[config.mk]
export PLATFORM = sky130hd
export DESIGN_NAME = e203_exu_regfile_mp
export DESIGN_NICKNAME = d
export VERILOG_FILES = /design/src/rtl/e203_exu_regfile_mp_pkg.sv /design/src/rtl/e203_exu_rf_wrsel.sv /design/src/rtl/sirv_gnrl_dfflr.sv /design/src/rtl/e203_exu_regfile_mp.sv
export SDC_FILE = /design/constraint.sdc
export NUM_CORES = 2
export LEC_CHECK = 0
export ABC_AREA = 1
export CORE_ASPECT_RATIO = 1.4
export CORE_UTILIZATION = 35
export DETAILED_ROUTE_END_ITERATION = 10
export MAX_ROUTING_LAYER = met4
export SLEW_MARGIN = 0
export SYNTH_ARGS = -nofsm -noshare
export SYNTH_HDL_FRONTEND = slang
export SYNTH_SLANG_ARGS = --single-unit
[constraint.sdc]
create_clock -name clk -period 6.3 [get_ports clk]
set_input_delay 1.26 -clock clk [delete_from_list [all_inputs] [get_ports clk]]
set_output_delay 1.26 -clock clk [all_outputs]
set_load 0.05 [all_outputs]
[src/rtl/e203_exu_regfile_mp_pkg.sv]
// Shared defaults and configuration limits for the multi-port EXU register file.
// Optional feature macro: E203_REGFILE_WR_BYPASS_EN (same-cycle write-to-read bypass).
package e203_exu_regfile_mp_pkg;

    localparam int unsigned E203_XLEN        = 32;
    localparam int unsigned E203_RFIDX_WIDTH = 5;
    localparam int unsigned E203_RFREG_NUM   = 32;

    localparam int unsigned RF_RD_PORTS_MAX = 4;
    localparam int unsigned RF_WR_PORTS_MAX = 3;

    function automatic bit rf_cfg_ok(input int unsigned rd_ports, input int unsigned wr_ports,
                                     input int unsigned reg_num, input int unsigned idx_w);
        return (rd_ports >= 1) && (rd_ports <= RF_RD_PORTS_MAX) &&
               (wr_ports >= 1) && (wr_ports <= RF_WR_PORTS_MAX) &&
               (reg_num >= 2) && (reg_num <= (32'd1 << idx_w));
    endfunction

endpackage

[src/rtl/e203_exu_rf_wrsel.sv]
// Write-port priority select for one register number: reports a hit and the winning payload.
// The highest-numbered enabled port whose index matches wins.
module e203_exu_rf_wrsel #(
    parameter int unsigned DW       = 32,
    parameter int unsigned RFIDX_W  = 5,
    parameter int unsigned WR_PORTS = 2
) (
    input  logic [WR_PORTS-1:0]         wr_en_i,
    input  logic [WR_PORTS*RFIDX_W-1:0] wr_idx_i,
    input  logic [WR_PORTS*DW-1:0]      wr_dat_i,
    input  logic [RFIDX_W-1:0]          reg_i,
    output logic                        hit_o,
    output logic [DW-1:0]               dat_o
);

    always_comb begin
        hit_o = 1'b0;
        dat_o = '0;
        // Ascending scan so a later (higher) port overrides an earlier match.
        for (int k = 0; k < int'(WR_PORTS); k++) begin
            if (wr_en_i[k] && (wr_idx_i[k*RFIDX_W +: RFIDX_W] == reg_i)) begin
                hit_o = 1'b1;
                dat_o = wr_dat_i[k*DW +: DW];
            end
        end
    end

endmodule

[src/rtl/sirv_gnrl_dfflr.sv]
// Load-enabled flop bank with asynchronous active-low reset to zero.
module sirv_gnrl_dfflr #(
    parameter int unsigned DW = 32
) (
    input  logic          lden_i,
    input  logic [DW-1:0] dnxt_i,
    output logic [DW-1:0] qout_o,
    input  logic          clk,
    input  logic          rst_n
);

    logic [DW-1:0] qout_d, qout_q;

    always_comb begin
        qout_d = lden_i ? dnxt_i : qout_q;
    end

    always_ff @(posedge clk or negedge rst_n) begin
        if (!rst_n) begin
            qout_q <= '0;
        end else begin
            qout_q <= qout_d;
        end
    end

    assign qout_o = qout_q;

endmodule

[src/rtl/e203_exu_regfile_mp.sv]
// Multi-port EXU register file with a per-register long-pipe busy scoreboard.
// Optional feature macro: E203_REGFILE_WR_BYPASS_EN (same-cycle write-to-read bypass).
module e203_exu_regfile_mp
    import e203_exu_regfile_mp_pkg::*;
#(
    parameter int unsigned XLEN      = E203_XLEN,
    parameter int unsigned RFIDX_W   = E203_RFIDX_WIDTH,
    parameter int unsigned RFREG_NUM = E203_RFREG_NUM,
    parameter int unsigned RD_PORTS  = 2,
    parameter int unsigned WR_PORTS  = 2
) (
    input  logic                        clk,
    input  logic                        rst_n,
    input  logic [RD_PORTS*RFIDX_W-1:0] rd_idx,
    output logic [RD_PORTS*XLEN-1:0]    rd_dat,
    output logic [RD_PORTS-1:0]         rd_busy,
    input  logic [WR_PORTS-1:0]         wr_en,
    input  logic [WR_PORTS*RFIDX_W-1:0] wr_idx,
    input  logic [WR_PORTS*XLEN-1:0]    wr_dat,
    input  logic [WR_PORTS-1:0]         wr_clr,
    input  logic                        iss_vld,
    input  logic [RFIDX_W-1:0]          iss_idx,
    output logic                        iss_rdy,
    output logic [RFREG_NUM-1:0]        busy_vec,
    input  logic                        flush,
    output logic [XLEN-1:0]             x1_r
);

    localparam bit CfgOk = rf_cfg_ok(RD_PORTS, WR_PORTS, RFREG_NUM, RFIDX_W);

    cfg_ok_a: assert property (@(posedge clk) CfgOk);

    // ------------------------------------------------------------------ storage
    logic [XLEN-1:0] rf_q [RFREG_NUM];

    assign rf_q[0] = '0;

    for (genvar i = 1; i < RFREG_NUM; i++) begin : g_reg
        logic            wr_hit;
        logic [XLEN-1:0] rf_d;

        e203_exu_rf_wrsel #(
            .DW       (XLEN),
            .RFIDX_W  (RFIDX_W),
            .WR_PORTS (WR_PORTS)
        ) u_wrsel (
            .wr_en_i  (wr_en),
            .wr_idx_i (wr_idx),
            .wr_dat_i (wr_dat),
            .reg_i    (RFIDX_W'(i)),
            .hit_o    (wr_hit),
            .dat_o    (rf_d)
        );

        sirv_gnrl_dfflr #(
            .DW (XLEN)
        ) u_rf (
            .lden_i (wr_hit),
            .dnxt_i (rf_d),
            .qout_o (rf_q[i]),
            .clk    (clk),
            .rst_n  (rst_n)
        );
    end

    assign x1_r = rf_q[1];

    // --------------------------------------------------------------- scoreboard
    logic [RFREG_NUM-1:0] busy_d, busy_q;
    logic [RFREG_NUM-1:0] iss_dec, clr_vec;

    // Bit 0 of both decodes stays 0, so x0 and out-of-range indices never touch busy.
    always_comb begin
        iss_dec = '0;
        clr_vec = '0;
        for (int i = 1; i < int'(RFREG_NUM); i++) begin
            iss_dec[i] = (iss_idx == RFIDX_W'(i));
            for (int k = 0; k < int'(WR_PORTS); k++) begin
                if (wr_en[k] && wr_clr[k] && (wr_idx[k*RFIDX_W +: RFIDX_W] == RFIDX_W'(i))) begin
                    clr_vec[i] = 1'b1;
                end
            end
        end
    end

    assign iss_rdy = ~|(iss_dec & busy_q);

    always_comb begin
        busy_d = (busy_q & ~clr_vec) | ({RFREG_NUM{iss_vld & iss_rdy}} & iss_dec);
        if (flush) begin
            busy_d = '0;
        end
        busy_d[0] = 1'b0;
    end

    sirv_gnrl_dfflr #(
        .DW (RFREG_NUM)
    ) u_busy (
        .lden_i (1'b1),
        .dnxt_i (busy_d),
        .qout_o (busy_q),
        .clk    (clk),
        .rst_n  (rst_n)
    );

    assign busy_vec = busy_q;

    // -------------------------------------------------------------- read ports
`ifdef E203_REGFILE_WR_BYPASS_EN
    logic [WR_PORTS*(XLEN+1)-1:0] wr_cd;

    for (genvar k = 0; k < WR_PORTS; k++) begin : g_cd
        assign wr_cd[k*(XLEN+1) +: XLEN+1] = {wr_clr[k], wr_dat[k*XLEN +: XLEN]};
    end
`endif

    for (genvar p = 0; p < RD_PORTS; p++) begin : g_rd
        logic [RFIDX_W-1:0] idx;
        logic [XLEN-1:0]    st_dat;
        logic               st_busy;
        logic               idx_ok;

        assign idx = rd_idx[p*RFIDX_W +: RFIDX_W];

        always_comb begin
            st_dat  = '0;
            st_busy = 1'b0;
            idx_ok  = 1'b0;
            for (int i = 1; i < int'(RFREG_NUM); i++) begin
                if (idx == RFIDX_W'(i)) begin
                    st_dat  = rf_q[i];
                    st_busy = busy_q[i];
                    idx_ok  = 1'b1;
                end
            end
        end

`ifdef E203_REGFILE_WR_BYPASS_EN
        logic          byp_hit;
        logic [XLEN:0] byp_cd;

        // Same priority select as the storage write, carrying wr_clr alongside the data.
        e203_exu_rf_wrsel #(
            .DW       (XLEN + 1),
            .RFIDX_W  (RFIDX_W),
            .WR_PORTS (WR_PORTS)
        ) u_byp (
            .wr_en_i  (wr_en),
            .wr_idx_i (wr_idx),
            .wr_dat_i (wr_cd),
            .reg_i    (idx),
            .hit_o    (byp_hit),
            .dat_o    (byp_cd)
        );

        assign rd_dat[p*XLEN +: XLEN] = (byp_hit && idx_ok) ? byp_cd[XLEN-1:0] : st_dat;
        assign rd_busy[p]             = st_busy & ~(byp_hit & idx_ok & byp_cd[XLEN]);
`else
        assign rd_dat[p*XLEN +: XLEN] = st_dat;
        assign rd_busy[p]             = st_busy & idx_ok;
`endif
    end

endmodule

Word level (Yosys, flattened, before mapping)
Cells that the tools add are included.
Widths: inputs -> output; s select.
- input bits: 97
- register bits: 1023
- output and inout port bits: 131
- logic and storage cells: 696
- equal/unequal tests: 155
- reductions and logical operators: 128
- mux-type cells: 373
- bitwise logic cells: 8
- operator list (kind ; number):
    $mux 32 ; 125
    $eq 5x5->1 const B ; 80
    $mux 1 ; 248
    $eq 5x4->1 const B ; 40
    $logic_and 1x1->1 ; 126
    $eq 5x3->1 const B ; 20
    $and 32x32->32 ; 3
    $eq 5x2->1 const B ; 10
    $not 32->32 ; 1
    $or 32x32->32 ; 1
    $reduce_or 32->1 ; 1
    $eq 5x1->1 const B ; 5
    $and 1x1->1 ; 3
    $logic_not 1->1 ; 1

Longest topological paths before layout
- depth in word-level cells: 33
- gate-level depth with buffers: 24
- gate-level depth less buffers: 24

Modules after synthesis
Synthesis repeated with hierarchy kept, for this count alone.
- cells, all modules: 12958
- area, all modules: 91670.4 um^2
- by module, submodules not included (module ; cells an instance ; area each (um^2) ; seq. area each (um^2) ; instances):
    sirv_gnrl_dfflr ; 136 ; 1292.5 ; 800.8 ; 32
    e203_exu_rf_wrsel ; 159 ; 1064.8 ; 0.0 ; 31
    e203_exu_regfile_mp ; 3677 ; 17302.8 ; 0.0 ; 1

Worst setup path after synthesis
No wires, ideal clock.
- kind: input-to-output
- from: input rd_idx[1]
- to: output rd_dat[12]
- path buffers: 3
- stages: 17
- required time: 5.040 ns
- setup slack: 1.700 ns
- arrival: 3.340 ns
- cells stage by stage: buf_2 -> nand2_1 -> nor2_1 -> nand2_2 -> inv_2 -> buf_2 -> buf_6 -> a211oi_1 -> nand4_1 -> nand2_1 -> nand4_1 -> nand2_1 -> nand4_1 -> a21oi_1 -> nand4_1 -> nand2_1 -> nand4_1
- longest elaborated chain between the ends: 32
- elaborated cells between the ends (all ways): 62
- those cells by class: 31 x eq/ne; 31 x mux
- RTL lines (item ; line ; source):
    start: declaration ; e203_exu_regfile_mp.sv:14 ; input logic [RD_PORTS*RFIDX_W-1:0] rd_idx,
    $eq 5x1->1 ; e203_exu_regfile_mp.sv:130 ; if (idx == RFIDX_W'(i)) begin
    $mux 32 (30 in a row) ; e203_exu_regfile_mp.sv:130 ;
    $mux 32 (*) ; e203_exu_regfile_mp.sv:130 ;
    end: declaration ; e203_exu_regfile_mp.sv:15 ; output logic [RD_PORTS*XLEN-1:0] rd_dat,
Every way passes the cells marked *; elsewhere a longest branch is shown, timed or not.

Final worst setup path
- from: input rd_idx[5]
- to: output rd_dat[57]
The elaborated chain is that of the path after synthesis.

==> results.md <==
* FILL cells at 17.6k
* Status: finished, violations left
* Critical path's slowest cell: nand4_1
* Routed Antenna Nets at 0
* RSZ-0062 raised after global routing: yes
* TritonCTS buffer count at approximately 110
* Number of synthesized flops with an enable pin at 0
* Most frequent cells in the layout: 1738 x nand2_1, 1080 x nand3_1, 1023 x dfrtp_1, 739 x buf_4, 712 x inv_1
* Slew at the pin closest to its max-slew limit at around 1.6 ns
* Initial Utilization at 0.352
* Leading post-synthesis cells by cell area: dfrtp_1 42%, nand2_1 11%, nand3_1 8.9%
* Max clock buf depth at 3
* Core Area at between 150000 and 200000 sq um
* RR Startpoint: u_busy.qout_o[4]
* DPL Wire Length at 248000 um
* Tot GR Track Use at 0.435
* Via count at 71.4k
* Residual DRC count at 0
* H-tree Lvls at 3
* Clock-pin slew on the worst setup and hold paths at 0.06 ns
* Critical path peak fanout at 3
* First drt pass iteration count at 7
* Post-synthesis sequential area ratio at 0.419
* Storage cell area at around 26000 sq um
* CTS tree: done
* Main combinational cell family by area after synthesis: simple AND/OR/NAND/NOR gates
* Final setup fails at 11
* Failing checks: slew limit, setup timing
* Area of the multi-input gates at around 30000 sq um
* First-pass GRT wire length at 528000 um
* Row count at 181
* Worst R2R End: u_busy.qout_o[18]
* Critical path class: primary input to output pin
* Clock sinks at 1023
* Syn Area/Cell at ~7.7 sq um
* Yosys warns at 0
* Global route total overflow at 0
* Crit path launch type: primary input
* Hold Vio Cnt, Final at 0
* Synthesis-to-finish area growth at 23.3%
* Adder-Cell Fraction of Synth Area at 0
* Asr flop ratio synth at 1.00
* Hold Path Class: primary input to asynchronous set/reset pin
* R2R setup slack at 3.22 ns
* Largest net degree at the start of global routing at 138
* Layout cell share with drive strength beyond 1 at 0.164
* R2R cell count at 9
* Largest stage delay, worst path at around 0.65 ns
* Via/cell ratio at between 6 and 7
* CTS root buf: clkbuf_16
* Routed wire length at 381000 um
* Fin. max-slew vios at 1
* Worst-path cell chain: buf_6, buf_12, clkinv_8, nand2_4, buf_6, nor2_4, nand2_4, buf_12, buf_6, o22ai_4, nor3_2, buf_4, nand4_1, nand2_4, nand4_1, nand2_2, nand4_1, o21ai_2, nand3b_1, nand2_2, nand2_4, nand2_2, nand4_1, buf_12
* Mux contribution to synthesized area at 0
* CP Capture Type: output pin
* DP Area at 70100 sq um
* Crit path time final at about 6.7 ns
* Worst Setup EP: rd_dat[57]
* DR iter-0 viols at 11.1k
* Post-synthesis register bit count at 1023
* Mapped Cells at between 7k and 8k
* DIE WIDTH at roughly 360 um
* CP required at between 5 and 6 ns
* Top delay family on crit path: simple AND/OR/NAND/NOR gates
* Worst Skew at 0.0245 ns
* Ports at around 230
* Max-cap viol count at 0
* Max VDD drop at a little over 300 uV
* Lkg Pwr at between 0.03 and 0.04 uW
* Crit path launch: rd_idx[5]
* Max Fclk at between 100 and 150 MHz
* Part of the cycle the worst path needs at 1.07
* Complex-gate fraction of the synthesized area at 0.228
* Initial antenna violation count at 20
* Top cell type's share of synthesized area at 0.419
* WP depth at 24
* Routability cong. at around 1.1
* Worst Path Arrival at 5.45 ns
* Die Y at around 500 um
* Xor and xnor area share after synthesis at 0
* Synthesized area at just over 60000 sq um
* Syn_nets at 8041
* Vias in the first global route at 67.7k
* Worst rel slew slack at -0.0360
* Synth cell types at 42
* CP Buf/Inv Count at 8
* Setup ws final at -0.413 ns
* Post-synth top flop: dfrtp_1
* Area leader, netlist: dfrtp_1
* Post-DR wirelength/cell at roughly 36 um
* Port Buf Inserts at 226
* Die ar. at between 150000 and 200000 sq um
* Pwr Density at between 300 and 400 nW/um^2
* Final instance area at between 70000 and 80000 sq um
* Commonest non-fill, non-tap cell in the layout: nand2_1
* Post-Synth Simple-Gate Area at 0.252
* Worst skew pair latency at about 0.8 ns
* Pre-CTS WS at -0.731 ns
* Nets at about 8.4k
[Yosys cell counts (all sizes together) (6+ instances only)]
master  number
clkinv       9
nand2     1812
o211ai     450
nand3     1093
o21ai      106
nand4      254
nand3b       6
nor2       301
a221oi     403
o221ai     590
a21boi       7
a21oi      145
clkbuf     693
nor3        55
buf        148
o22ai       48
a211oi      13
inv        765
dfrtp     1023
a22o         6
[cells by family after synthesis]
family	after synthesis
simple gates	3529
compound gates	1776
flops	1023
other cells	1
buf+inv	1615
[registers in the layout, summed over array words and instances, names as in the netlist]
signal / cells
u_busy.qout_o: 31
g.u_rf.qout_o: 992
[per-stage QoR]
| stage | hold slack (ns) | TNS [ns] | cells | total power [uW] | utilization |
|---|---|---|---|---|---|
| 2_1_floorplan | 0.481 | 0 | 7944 | 12400 | - |
| 3_3_place_gp | 0.498 | -10.75 | 10396 | 15200 | 0.404 |
| 3_5_place_dp | 0.507 | -10.42 | 10396 | 15300 | 0.404 |
| 4_1_cts | 0.513 | 0 | 10619 | 22300 | 0.429 |
| 5_1_grt | 0.535 | -0.559 | 10675 | 23400 | 0.434 |
| 6_report | 0.476 | -0.661 | 10682 | 22700 | 0.434 |
[power by group]
group	switching [uW]	internal, uW
clock	3170	3870
sequential	1200	8250
combinational	4100	2100
total	8460	14200
[final cells by class]
type	count	share of cell area
timing repair buffer	1061	0.131
inverter	774	0.0392
sequential	1023	0.340
antenna	24	0.000798
multi-input combinational	5307	0.402
clock inverter	39	0.00641
clock buffer	167	0.0433
tap	2287	0.0380
[worst min path at each step]
stage,end,cells past startpoint,start
4_1_cts,g_reg[1].u_rf.qout_o[20],1,rst_n
6_report,g_reg[1].u_rf.qout_o[20],1,rst_n
5_1_grt,g_reg[3].u_rf.qout_o[9],1,rst_n
2_1_floorplan,g_reg[22].u_rf.qout_o[0],2,g_reg[22].u_rf.qout_o[0]
3_5_place_dp,g_reg[9].u_rf.qout_o[26],2,g_reg[9].u_rf.qout_o[26]
3_3_place_gp,g_reg[28].u_rf.qout_o[16],2,g_reg[28].u_rf.qout_o[16]
[what timing repair did]
item                       4_1_cts  5_1_grt
gates cloned                     1        2
pin swaps                       55       63
setup endpoints to repair       53       40
hold buffers                     0        0
setup buffers                   19       40
gates resized for setup        127      147
[metal layers]
layer,vias up,global-route usage,wire [um]
li1,29228,-,-
met1,34860,0.485,130000
met2,5639,0.631,163000
met3,1669,0.120,44200
met4,0,0.398,44300
met5,-,-,0
Power figures use the tool's default switching activity.
